`src/rtl/controle_servo_rampa.sv`:
```
// controle_servo_rampa: angle command to slew-limited PWM pulse width.
// Optional macro SERVO_RAMPA_EN enables PASSO-limited stepping; undefined jumps on one tick.
module controle_servo_rampa #(
    parameter int N       = 50000,
    parameter int ANG_MAX = 180,
    parameter int PASSO   = 500,
    parameter int PERIODO = 1000000
) (
    input  logic                 clock,
    input  logic                 reset,
    input  logic [7:0]           posicao,
    input  logic                 carrega,
    output logic [$clog2(N)-1:0] largura,
    output logic                 em_movimento,
    output logic                 pronto,
    output logic                 erro_faixa
);

    localparam int W  = $clog2(N);
    localparam int WS = W + 1;
    localparam int PW = 8 + WS;
    localparam int CW = (PERIODO > 1) ? $clog2(PERIODO) : 1;

    localparam logic [7:0]    AMAX  = 8'(ANG_MAX);
    localparam logic [CW-1:0] ULT   = CW'(PERIODO - 1);
    localparam logic [PW-1:0] N_PW  = PW'(N);
    localparam logic [PW-1:0] A_PW  = PW'(ANG_MAX);

    typedef enum logic [1:0] {
        OCIOSO,
        CALCULA,
        ESPERA
    } estado_t;

    estado_t estado;
    estado_t estado_prox;

    logic [CW-1:0] contador;
    logic          tick;

    logic [7:0]    p_reg;
    logic [PW-1:0] produto;
    logic [W-1:0]  alvo;
    logic [W-1:0]  alvo_calc;
    logic [W-1:0]  alvo_prox;
    logic [W-1:0]  largura_prox;
    logic [W-1:0]  largura_passo;
    logic          pronto_prox;

    logic          subindo;
    logic [WS-1:0] dif;
    logic [WS-1:0] passo_lim;
    logic [WS-1:0] delta;

    assign tick = (contador == ULT);

    // Free-running period counter; tick marks the last clock of each PWM period.
    always_ff @(posedge clock or negedge reset) begin
        if (!reset) begin
            contador <= '0;
        end else if (tick) begin
            contador <= '0;
        end else begin
            contador <= contador + CW'(1);
        end
    end

    // Capture the clamped angle and the range flag on every load strobe.
    always_ff @(posedge clock or negedge reset) begin
        if (!reset) begin
            p_reg      <= '0;
            erro_faixa <= 1'b0;
        end else if (carrega) begin
            p_reg      <= (posicao > AMAX) ? AMAX : posicao;
            erro_faixa <= (posicao > AMAX);
        end
    end

    // Target width: full-width product then division by the full-scale angle.
    always_comb begin
        produto   = PW'(p_reg) * N_PW;
        alvo_calc = W'(produto / A_PW);
    end

    // One slew step toward alvo, clipped so it never passes the target.
    always_comb begin
        subindo = (alvo > largura);
        if (subindo) begin
            dif = WS'(alvo) - WS'(largura);
        end else begin
            dif = WS'(largura) - WS'(alvo);
        end
`ifdef SERVO_RAMPA_EN
        passo_lim = WS'(PASSO);
`else
        passo_lim = dif;
`endif
        delta = (dif < passo_lim) ? dif : passo_lim;
        if (subindo) begin
            largura_passo = W'(WS'(largura) + delta);
        end else begin
            largura_passo = W'(WS'(largura) - delta);
        end
    end

    // Next state, next target/width and the completion pulse.
    always_comb begin
        estado_prox  = estado;
        alvo_prox    = alvo;
        largura_prox = largura;
        pronto_prox  = 1'b0;
        unique case (estado)
            OCIOSO: begin
                if (carrega) begin
                    estado_prox = CALCULA;
                end
            end
            CALCULA: begin
                alvo_prox = alvo_calc;
                if (carrega) begin
                    estado_prox = CALCULA;
                end else if (alvo_calc == largura) begin
                    pronto_prox = 1'b1;
                    estado_prox = OCIOSO;
                end else begin
                    estado_prox = ESPERA;
                end
            end
            ESPERA: begin
                if (tick) begin
                    largura_prox = largura_passo;
                end
                if (carrega) begin
                    estado_prox = CALCULA;
                end else if (tick && (largura_passo == alvo)) begin
                    pronto_prox = 1'b1;
                    estado_prox = OCIOSO;
                end
            end
            default: begin
                estado_prox = OCIOSO;
            end
        endcase
    end

    // State, target, width and status registers.
    always_ff @(posedge clock or negedge reset) begin
        if (!reset) begin
            estado       <= OCIOSO;
            alvo         <= '0;
            largura      <= '0;
            pronto       <= 1'b0;
            em_movimento <= 1'b0;
        end else begin
            estado       <= estado_prox;
            alvo         <= alvo_prox;
            largura      <= largura_prox;
            pronto       <= pronto_prox;
            em_movimento <= (estado_prox != OCIOSO) &&
                            (alvo_prox != largura_prox);
        end
    end

endmodule

```
`config.mk`:
```
export PLATFORM = sky130hd
export DESIGN_NAME = controle_servo_rampa
export DESIGN_NICKNAME = d
export VERILOG_FILES = /design/src/rtl/controle_servo_rampa.sv
export SDC_FILE = /design/constraint.sdc
export NUM_CORES = 1
export LEC_CHECK = 0
export ABC_CLOCK_PERIOD_IN_PS = 21100
export BUFFER_PORTS_ARGS = -buffer_cell sky130_fd_sc_hd__buf_2
export CORE_AREA = 5 5 211 213
export DETAILED_ROUTE_END_ITERATION = 7
export DIE_AREA = 0 0 216 218
export HOLD_SLACK_MARGIN = 0.05
export PLACE_DENSITY = 0.48
export REMOVE_ABC_BUFFERS = 1
export SLEW_MARGIN = 20
export SYNTH_ARGS = -nofsm -noshare
export SYNTH_HDL_FRONTEND = slang
export SYNTH_SLANG_ARGS = --single-unit
```
`constraint.sdc`:
```
create_clock -name clock -period 21.1 [get_ports clock]
set_clock_uncertainty 0.1 [all_clocks]
set_input_delay 2.11 -clock clock [delete_from_list [all_inputs] [get_ports clock]]
set_output_delay 2.11 -clock clock [all_outputs]
set_load 0.005 [all_outputs]
```
## Word level (Yosys, flattened, before mapping)

Cells that the tools add are included.

| storage, ports and cells | value |
|---|---|
| register bits after elaboration | 65 |
| latch bits | 0 |
| memory bits (writable) | 0 |
| bits in read-only memories | 0 |
| bits of input ports | 11 |
| logic and storage cells | 45 |
| memories kept | 0 |

| operators by class | value |
|---|---|
| add/subtract/negate cells | 5 |
| multipliers | 1 |
| div/mod/pow operators | 1 |
| magnitude comparators | 2 |
| equality and inequality tests | 6 |
| shift operators | 0 |
| multiplexer cells | 18 |
| bitwise logic cells | 0 |
| reduce and logical (&&, ||, !) cells | 4 |

Operator list:

| kind | count |
|---|---|
| 2-to-1 mux 16 bit | 5 |
| subtractor 16 bit | 3 |
| == test 16 bit | 2 |
| divider 24 x 8 -> 25 bit (second input constant) | 1 |
| adder 20 x 1 -> 20 bit (second input constant) | 1 |
| == test 20 bit (second input constant) | 1 |
| multiplier 8 x 12 -> 20 bit (second input constant) | 1 |
| 2-to-1 mux 20 bit | 1 |
| adder 16 bit | 1 |
| greater-than comparator 16 bit | 1 |
| != test 16 bit | 1 |
| 2-to-1 mux 2 bit | 5 |
| greater-than comparator 8 bit (second input constant) | 1 |
| 2-to-1 mux 8 bit | 1 |
| case mux 2 bit (3 select lines) | 1 |
| 2-to-1 mux 1 bit | 4 |
| == test 2 x 1 -> 1 bit (second input constant) | 1 |
| == test 2 bit (second input constant) | 1 |
| logical AND 1 bit | 2 |
| logical NOT 2 bit | 1 |
| case mux 1 bit (2 select lines) | 1 |
| nonzero test 2 bit | 1 |

## Longest topological paths before layout

Gate-level depths: netlist (run 1).

| logic depth | value |
|---|---|
| depth after elaboration | 11 |
| gate-level depth with buffers | 73 |
| depth with buffers taken out | 61 |

## Worst setup path after synthesis (run 1)

OpenSTA, ideal clock, no wires.

| path | value |
|---|---|
| path type | reg-to-reg |
| from | register p_reg[2] |
| to | register pronto |
| arrival | 15674 ps |
| required time | 20920 ps |
| path slack | 5246 ps |
| stages on the path, launching flop included | 66 |
| clock period less this slack | 15854 ps |
| cells stage by stage | dfrtp_1 -> ha_1 -> ha_1 -> inv_1 -> fa_1 -> inv_1 -> fa_1 -> ha_1 -> buf_6 -> a211oi_2 -> o211ai_1 -> and4_1 -> or4_4 -> nand3_1 -> mux2_2 -> o2111a_1 -> nor3_2 -> xnor2_1 -> [30 not listed] -> nand2_4 -> xnor2_2 -> inv_2 -> ha_1 -> inv_1 -> o211ai_1 -> a41oi_2 -> buf_4 -> xnor2_1 -> ha_1 -> o31ai_1 -> a211oi_1 -> o211ai_1 -> a21oi_1 -> o221ai_2 -> xnor2_1 -> o32a_1 -> nor3b_2 |

| between the ends | value |
|---|---|
| longest elaborated chain between the ends | 6 |

Ends and longest elaborated chain:

| what | line | RTL |
|---|---|---|
| start: declaration | 41 | `logic [7:0] p_reg;` |
| start signal: assignment | 74 | `p_reg <= (posicao > AMAX) ? AMAX : posicao;` |
| multiplier 8 x 12 -> 20 bit | 81 | `produto = PW'(p_reg) * N_PW;` |
| divider 24 x 8 -> 25 bit | 82 | `alvo_calc = W'(produto / A_PW);` |
| == test 16 bit | 122 | `end else if (alvo_calc == largura) begin` |
| 2-to-1 mux 1 bit | 122 |  |
| 2-to-1 mux 1 bit | 120 | `if (carrega) begin` |
| case mux 1 bit (2 select lines) | 112 | `unique case (estado)` |
| net pronto_prox | 48 | `logic pronto_prox;` |
| end signal: assignment | 158 | `pronto <= pronto_prox;` |
| end: declaration | 15 | `output logic pronto,` |

The timed path passes the listed nets, and every way through them passes these cells.
A chain may end at the register's enable or synchronous reset.

## Final worst setup path (run 1)

Ends and elaborated chain as after synthesis.

==> flow_summary.json, run 1 <==
{
  "core_sq_um": 42500,
  "regToRegEndpoint": "pronto",
  "synth_top_cells_by_count": "nor2_1 (120), a21oi_1 (117), xnor2_1 (113), ha_1 (108), nand2_1 (102)",
  "crit_type": "reg -> reg",
  "cts_tree": "yes",
  "layout.nets": 1723,
  "design.die.area_sq_um": 47100,
  "port_buffers": 29,
  "rsz0062_at_grt": "false",
  "grt_pass1_vias": 11495,
  "die_h_microns": 218,
  "slew_violations": 0,
  "hp-start": "contador[0]",
  "drive_gt1_frac": 0.101,
  "yosysSeqAreaShare": 0.130,
  "via_count": 12017,
  "worstRegToRegCells": 61,
  "synth_top_area_share": 0.130,
  "diodes": 0,
  "largestRegisters": "contador: 20 flops, alvo: 16 flops, largura: 16 flops",
  "highest_layer": "met4",
  "htree_num_levels": 3,
  "synthArstFlopShare": 1.00,
  "yosys_warnings": 0,
  "crit_slowest_cell": "xnor2_1",
  "worst_pin_slew_ps": 1020,
  "crit_fanout": 17,
  "regMostFlops": "contador",
  "max_freq_mhz": 52.5,
  "cts_root_buf": "clkbuf_16",
  "place_congestion": 0.867,
  "rows": 76,
  "clk_path_buf_depth": 2,
  "final.period_utilization": 0.903,
  "grt_use_total": 0.146,
  "route.met3.wl_microns": 1390,
  "post-cts-setup-buffers": 0,
  "ys_types": 115,
  "cts_repair_resize_count": 0,
  "overflow": 0,
  "place_area_sq_um": 13200,
  "drt_first_pass_iters": 5,
  "dpl.hpwl_microns": 28800,
  "syn_avg_cell_area_sq_um": 7.85,
  "wl_met1_microns": 17300,
  "synthFlopType": "dfrtp_1",
  "antenna_found_initial": 0,
  "crit_arrival_ps": 19240,
  "worstSetupStartpoint": "p_reg[2]",
  "met2_length_microns": 16300,
  "status": "finished clean",
  "clk_latency_ps": 360,
  "synth-edff-count": 0,
  "postRouteAntennaNets": 0,
  "yosysMostFrequentCell": "nor2_1",
  "grt_max_degree": 66,
  "pin_count": 30,
  "ctsHoldBuffers": 0,
  "worstPathRequired_ps": 21280,
  "via_per_inst": 5.62,
  "start_kind": "flip-flop",
  "synth_seq_cells": 65,
  "wire_per_inst_microns": 16.6,
  "synth.top_cells.by_area": "dfrtp_1 (13%), ha_1 (11%), xnor2_1 (7.9%)",
  "min_path_cells": 1,
  "end_kind": "flip-flop",
  "fin_tns_setup_ps": 0,
  "drc_errors": 0,
  "dieWidth_microns": 216,
  "fin_crit_ps": 19060,
  "largest_reg_flops": 20,
  "netlist_instances": 1597,
  "slew_headroom": 0.304,
  "holdWs_ps": 383,
  "synthesis.area_sq_um": 12500,
  "area_growth_pct": 7.74,
  "cts.clk_slew.worst_paths_ps": 60,
  "cpMostUsedCell": "ha_1",
  "ff2ff_setup_slack_ps": 2040,
  "finalSetupViolCount": 0,
  "max-cap-violations": 0,
  "cts_made_buffers": 9,
  "drtIter0Drc": 747,
  "yosysTopAreaCell": "dfrtp_1",
  "timing.rr.start": "p_reg[2]",
  "design_area_sq_um": 13500,
  "grt_pass1_wl_microns": 58500,
  "cts.sinks": 65,
  "hp-class": "reg -> reg",
  "max_stage_delay_ps": 730,
  "hold_end": "contador[0]",
  "wirelength_microns": 35400,
  "finalHoldViolations": 0,
  "initial_core_util": 0.295
}
metrics by stage:
stage,setup WS (ps),utilization,cells
after floorplan,4580,-,1534
after global placement,2790,0.311,2124
after detailed placement,2240,0.311,2124
after CTS,2140,0.318,2140
after global routing,562,0.318,2140
final,2040,0.318,2140
worst max-delay path by stage:
stage | end | slack, ps | depth (start not counted)
final | pronto | 2040 | 61
after global routing | pronto | 560 | 59
after CTS | pronto | 2140 | 60
after detailed placement | pronto | 2240 | 60
after global placement | pronto | 2790 | 61
after floorplan | pronto | 4580 | 60
critical path, delay by kind of cell (launching register included):
family | cells | cell delay, ps
AND/OR/NAND/NOR | 12 | 3730
adder cells (fa/ha/maj) | 8 | 2810
buffers and inverters | 4 | 270
XOR/XNOR | 5 | 1740
multiplexers | 4 | 1550
flip-flops | 1 | 440
AO/OA/AOI/OAI | 28 | 8280
layer usage:
metal | up-vias | GRT usage
li1 | 5994 | -
met1 | 5752 | 0.204
met2 | 241 | 0.244
met3 | 30 | 0.0174
met4 | 0 | 0.0320
met5 | - | 0
logic make-up (layout without fill, tap and decap cells):
group	count (synthesis)	in the layout	synth area share
muxes	57	57	0.0494
DFF	65	65	0.130
AOI/OAI and AO/OA	562	562	0.324
buffers and inverters	138	135	0.0446
and+or+nand+nor	465	465	0.187
xor gates and xnor gates	182	182	0.130
adders and majority gates	128	128	0.136
cells in the final DEF, fill, tap and decap left out, drive strengths merged, types with 51 or more instances in the layout:
master / netlist / final
nand3: 51 / 51
xnor2: 116 / 116
a21oi: 124 / 124
ha: 108 / 108
inv: 75 / 77
xor2: 66 / 66
nor2: 122 / 122
dfrtp: 65 / 65
nand2: 104 / 104
a21o: 59 / 59
o21ai: 107 / 107
cell type report:
cell class,instances,area [sq um]
inverters,75,282
clock inverters,7,78.8
multi-input cells,1394,10400
well taps,546,683
fillers,4576,29000
flip-flops and latches,65,1630
repair buffers,44,258
clock buffers,9,225
Power of run 1 is left out: the tool's default activity adds up to more than one toggle a clock period on the data nets, which glitch-free logic cannot reach.
==> inputs of run 2 (changes only) <==
- CELL_PAD_IN_SITES_DETAIL_PLACEMENT: not set -> 1
- CELL_PAD_IN_SITES_GLOBAL_PLACEMENT: not set -> 1
- PLACE_DENSITY: 0.48 -> 0.58
==> run 2 against run 1 <==
  * Cell area about the same
  * Sequential share of layout area about the same
  * Critical path depth decreased by 1
  * Hold slack improved by 3.2 ps
  * Worst setup slack got worse by 150 ps
==> flow_summary.json, run 2 (synthesis results as in run 1) <==
{
  "status": "finished clean",
  "grt_pass1_vias": 12423,
  "regMostFlops": "contador",
  "initial_core_util": 0.295,
  "finish.utilization": 0.318,
  "wire_per_inst_microns": 19.0,
  "cts_tree": "yes",
  "final_cells": 2139,
  "port_buffers": 29,
  "cpMostUsedCell": "ha_1",
  "cts_repair_resize_count": 0,
  "critical_path_buf_inv_count": 4,
  "finalSetupViolCount": 0,
  "largestRegisters": "contador: 20 flops, alvo: 16 flops, largura: 16 flops",
  "hp-class": "reg -> reg",
  "grt_use_total": 0.167,
  "wl_met1_microns": 19900,
  "grt_max_degree": 66,
  "rsz0062_at_grt": "false",
  "clk_latency_ps": 360,
  "crit_type": "reg -> reg",
  "postRouteAntennaNets": 0,
  "cp_top_family": "compound AO/OA/AOI/OAI gates",
  "cts_root_buf": "clkbuf_16",
  "post-cts-setup-buffers": 0,
  "wirelength_microns": 40500,
  "grt_pass1_wl_microns": 66300,
  "drtIter0Drc": 650,
  "start_kind": "flip-flop",
  "dieWidth_microns": 216,
  "max-cap-violations": 0,
  "htree_num_levels": 3,
  "drt_first_pass_iters": 5,
  "clk_path_buf_depth": 2,
  "crit_slowest_cell": "o31ai_4",
  "end_kind": "flip-flop",
  "rows": 76,
  "seqCellArea_sq_um": 1630,
  "layout.nets": 1722,
  "crit_fanout": 17,
  "dpl.hpwl_microns": 32800,
  "cts.sinks": 65,
  "fin_crit_ps": 19200,
  "dp.cells": 2123,
  "worst_pin_slew_ps": 1040,
  "ctsHoldBuffers": 0,
  "cts.clk_slew.worst_paths_ps": 70,
  "area_growth_pct": 7.69,
  "multi_input_comb_area_sq_um": 10400,
  "finalHoldViolations": 0,
  "nFillCells": 5159,
  "route.met3.wl_microns": 737,
  "overflow": 0,
  "via_per_inst": 5.68,
  "final_cell_mix": "nor2_1 (120), a21oi_1 (117), xnor2_1 (113)",
  "diodes": 0,
  "crit_arrival_ps": 19390,
  "pin_count": 30,
  "drive_gt1_frac": 0.100,
  "met2_length_microns": 19600,
  "highest_layer": "met5",
  "antenna_found_initial": 1,
  "place_congestion": 0.853,
  "drc_errors": 0,
  "max_freq_mhz": 52.1,
  "max_stage_delay_ps": 770,
  "largest_reg_flops": 20,
  "via_count": 12157,
  "final.period_utilization": 0.910,
  "slew_violations": 0,
  "fin_tns_setup_ps": 0,
  "worstPathRequired_ps": 21280,
  "die_h_microns": 218,
  "slew_headroom": 0.299,
  "cts_made_buffers": 9,
  "final_common_cell": "nor2_1",
  "design.die.area_sq_um": 47100,
  "core_sq_um": 42500
}
==> run 2: cell types whose count changed in the layout (fill, tap and decap cells not counted) <==
cell and delta:
a2111oi_0 -1, buf_4 -1, a2111oi_1 +1
==> run 2: final cells by class <==
cell class	instances	area share
clock buffer	9	0.0167
clock inverter	7	0.00584
inverter	75	0.0208
multi-input combinational	1394	0.767
sequential	65	0.120
tap	546	0.0506
timing repair buffer	43	0.0185
==> run 2: path summary, 6_finish.rpt <==
path                       startpoint          end  slack, ps  cells past startpoint
max                          p_reg[4]       pronto       1900                     60
min                        erro_faixa   erro_faixa        390                      1
max reg2reg                  p_reg[4]       pronto       1900                     60
min reg2reg                erro_faixa   erro_faixa        390                      1
max in group asynchronous       reset  largura[14]      18410                      2
min in group asynchronous       reset  contador[4]       1860                      2
==> run 2: per-layer routing <==
metal,GRT usage,up-vias
met2,0.293,127
met5,0,-
li1,-,5982
met4,0.0246,2
met1,0.229,6029
met3,0.0144,17
==> run 2: worst reg2reg max path: cells and delay by family, from the launching register on <==
| kind | cells | cell delay [ps] |
|---|---|---|
| AND/OR/NAND/NOR | 11 | 3590 |
| buffers and inverters | 4 | 290 |
| AO/OA/AOI/OAI | 27 | 8350 |
| XOR/XNOR | 6 | 1990 |
| multiplexers | 4 | 1570 |
| adder cells (fa/ha/maj) | 8 | 2810 |
| flip-flops | 1 | 450 |
==> run 2: per-stage QoR <==
step	hold slack [ps]	cell area, sq um	worst slack (ps)
finish	386	13500	1900
CTS	397	13500	1920
global route	423	13500	145
global placement	371	13200	2610
floorplan	347	12300	4580
detailed placement	387	13200	1960
Power of run 2 is left out for the same reason.
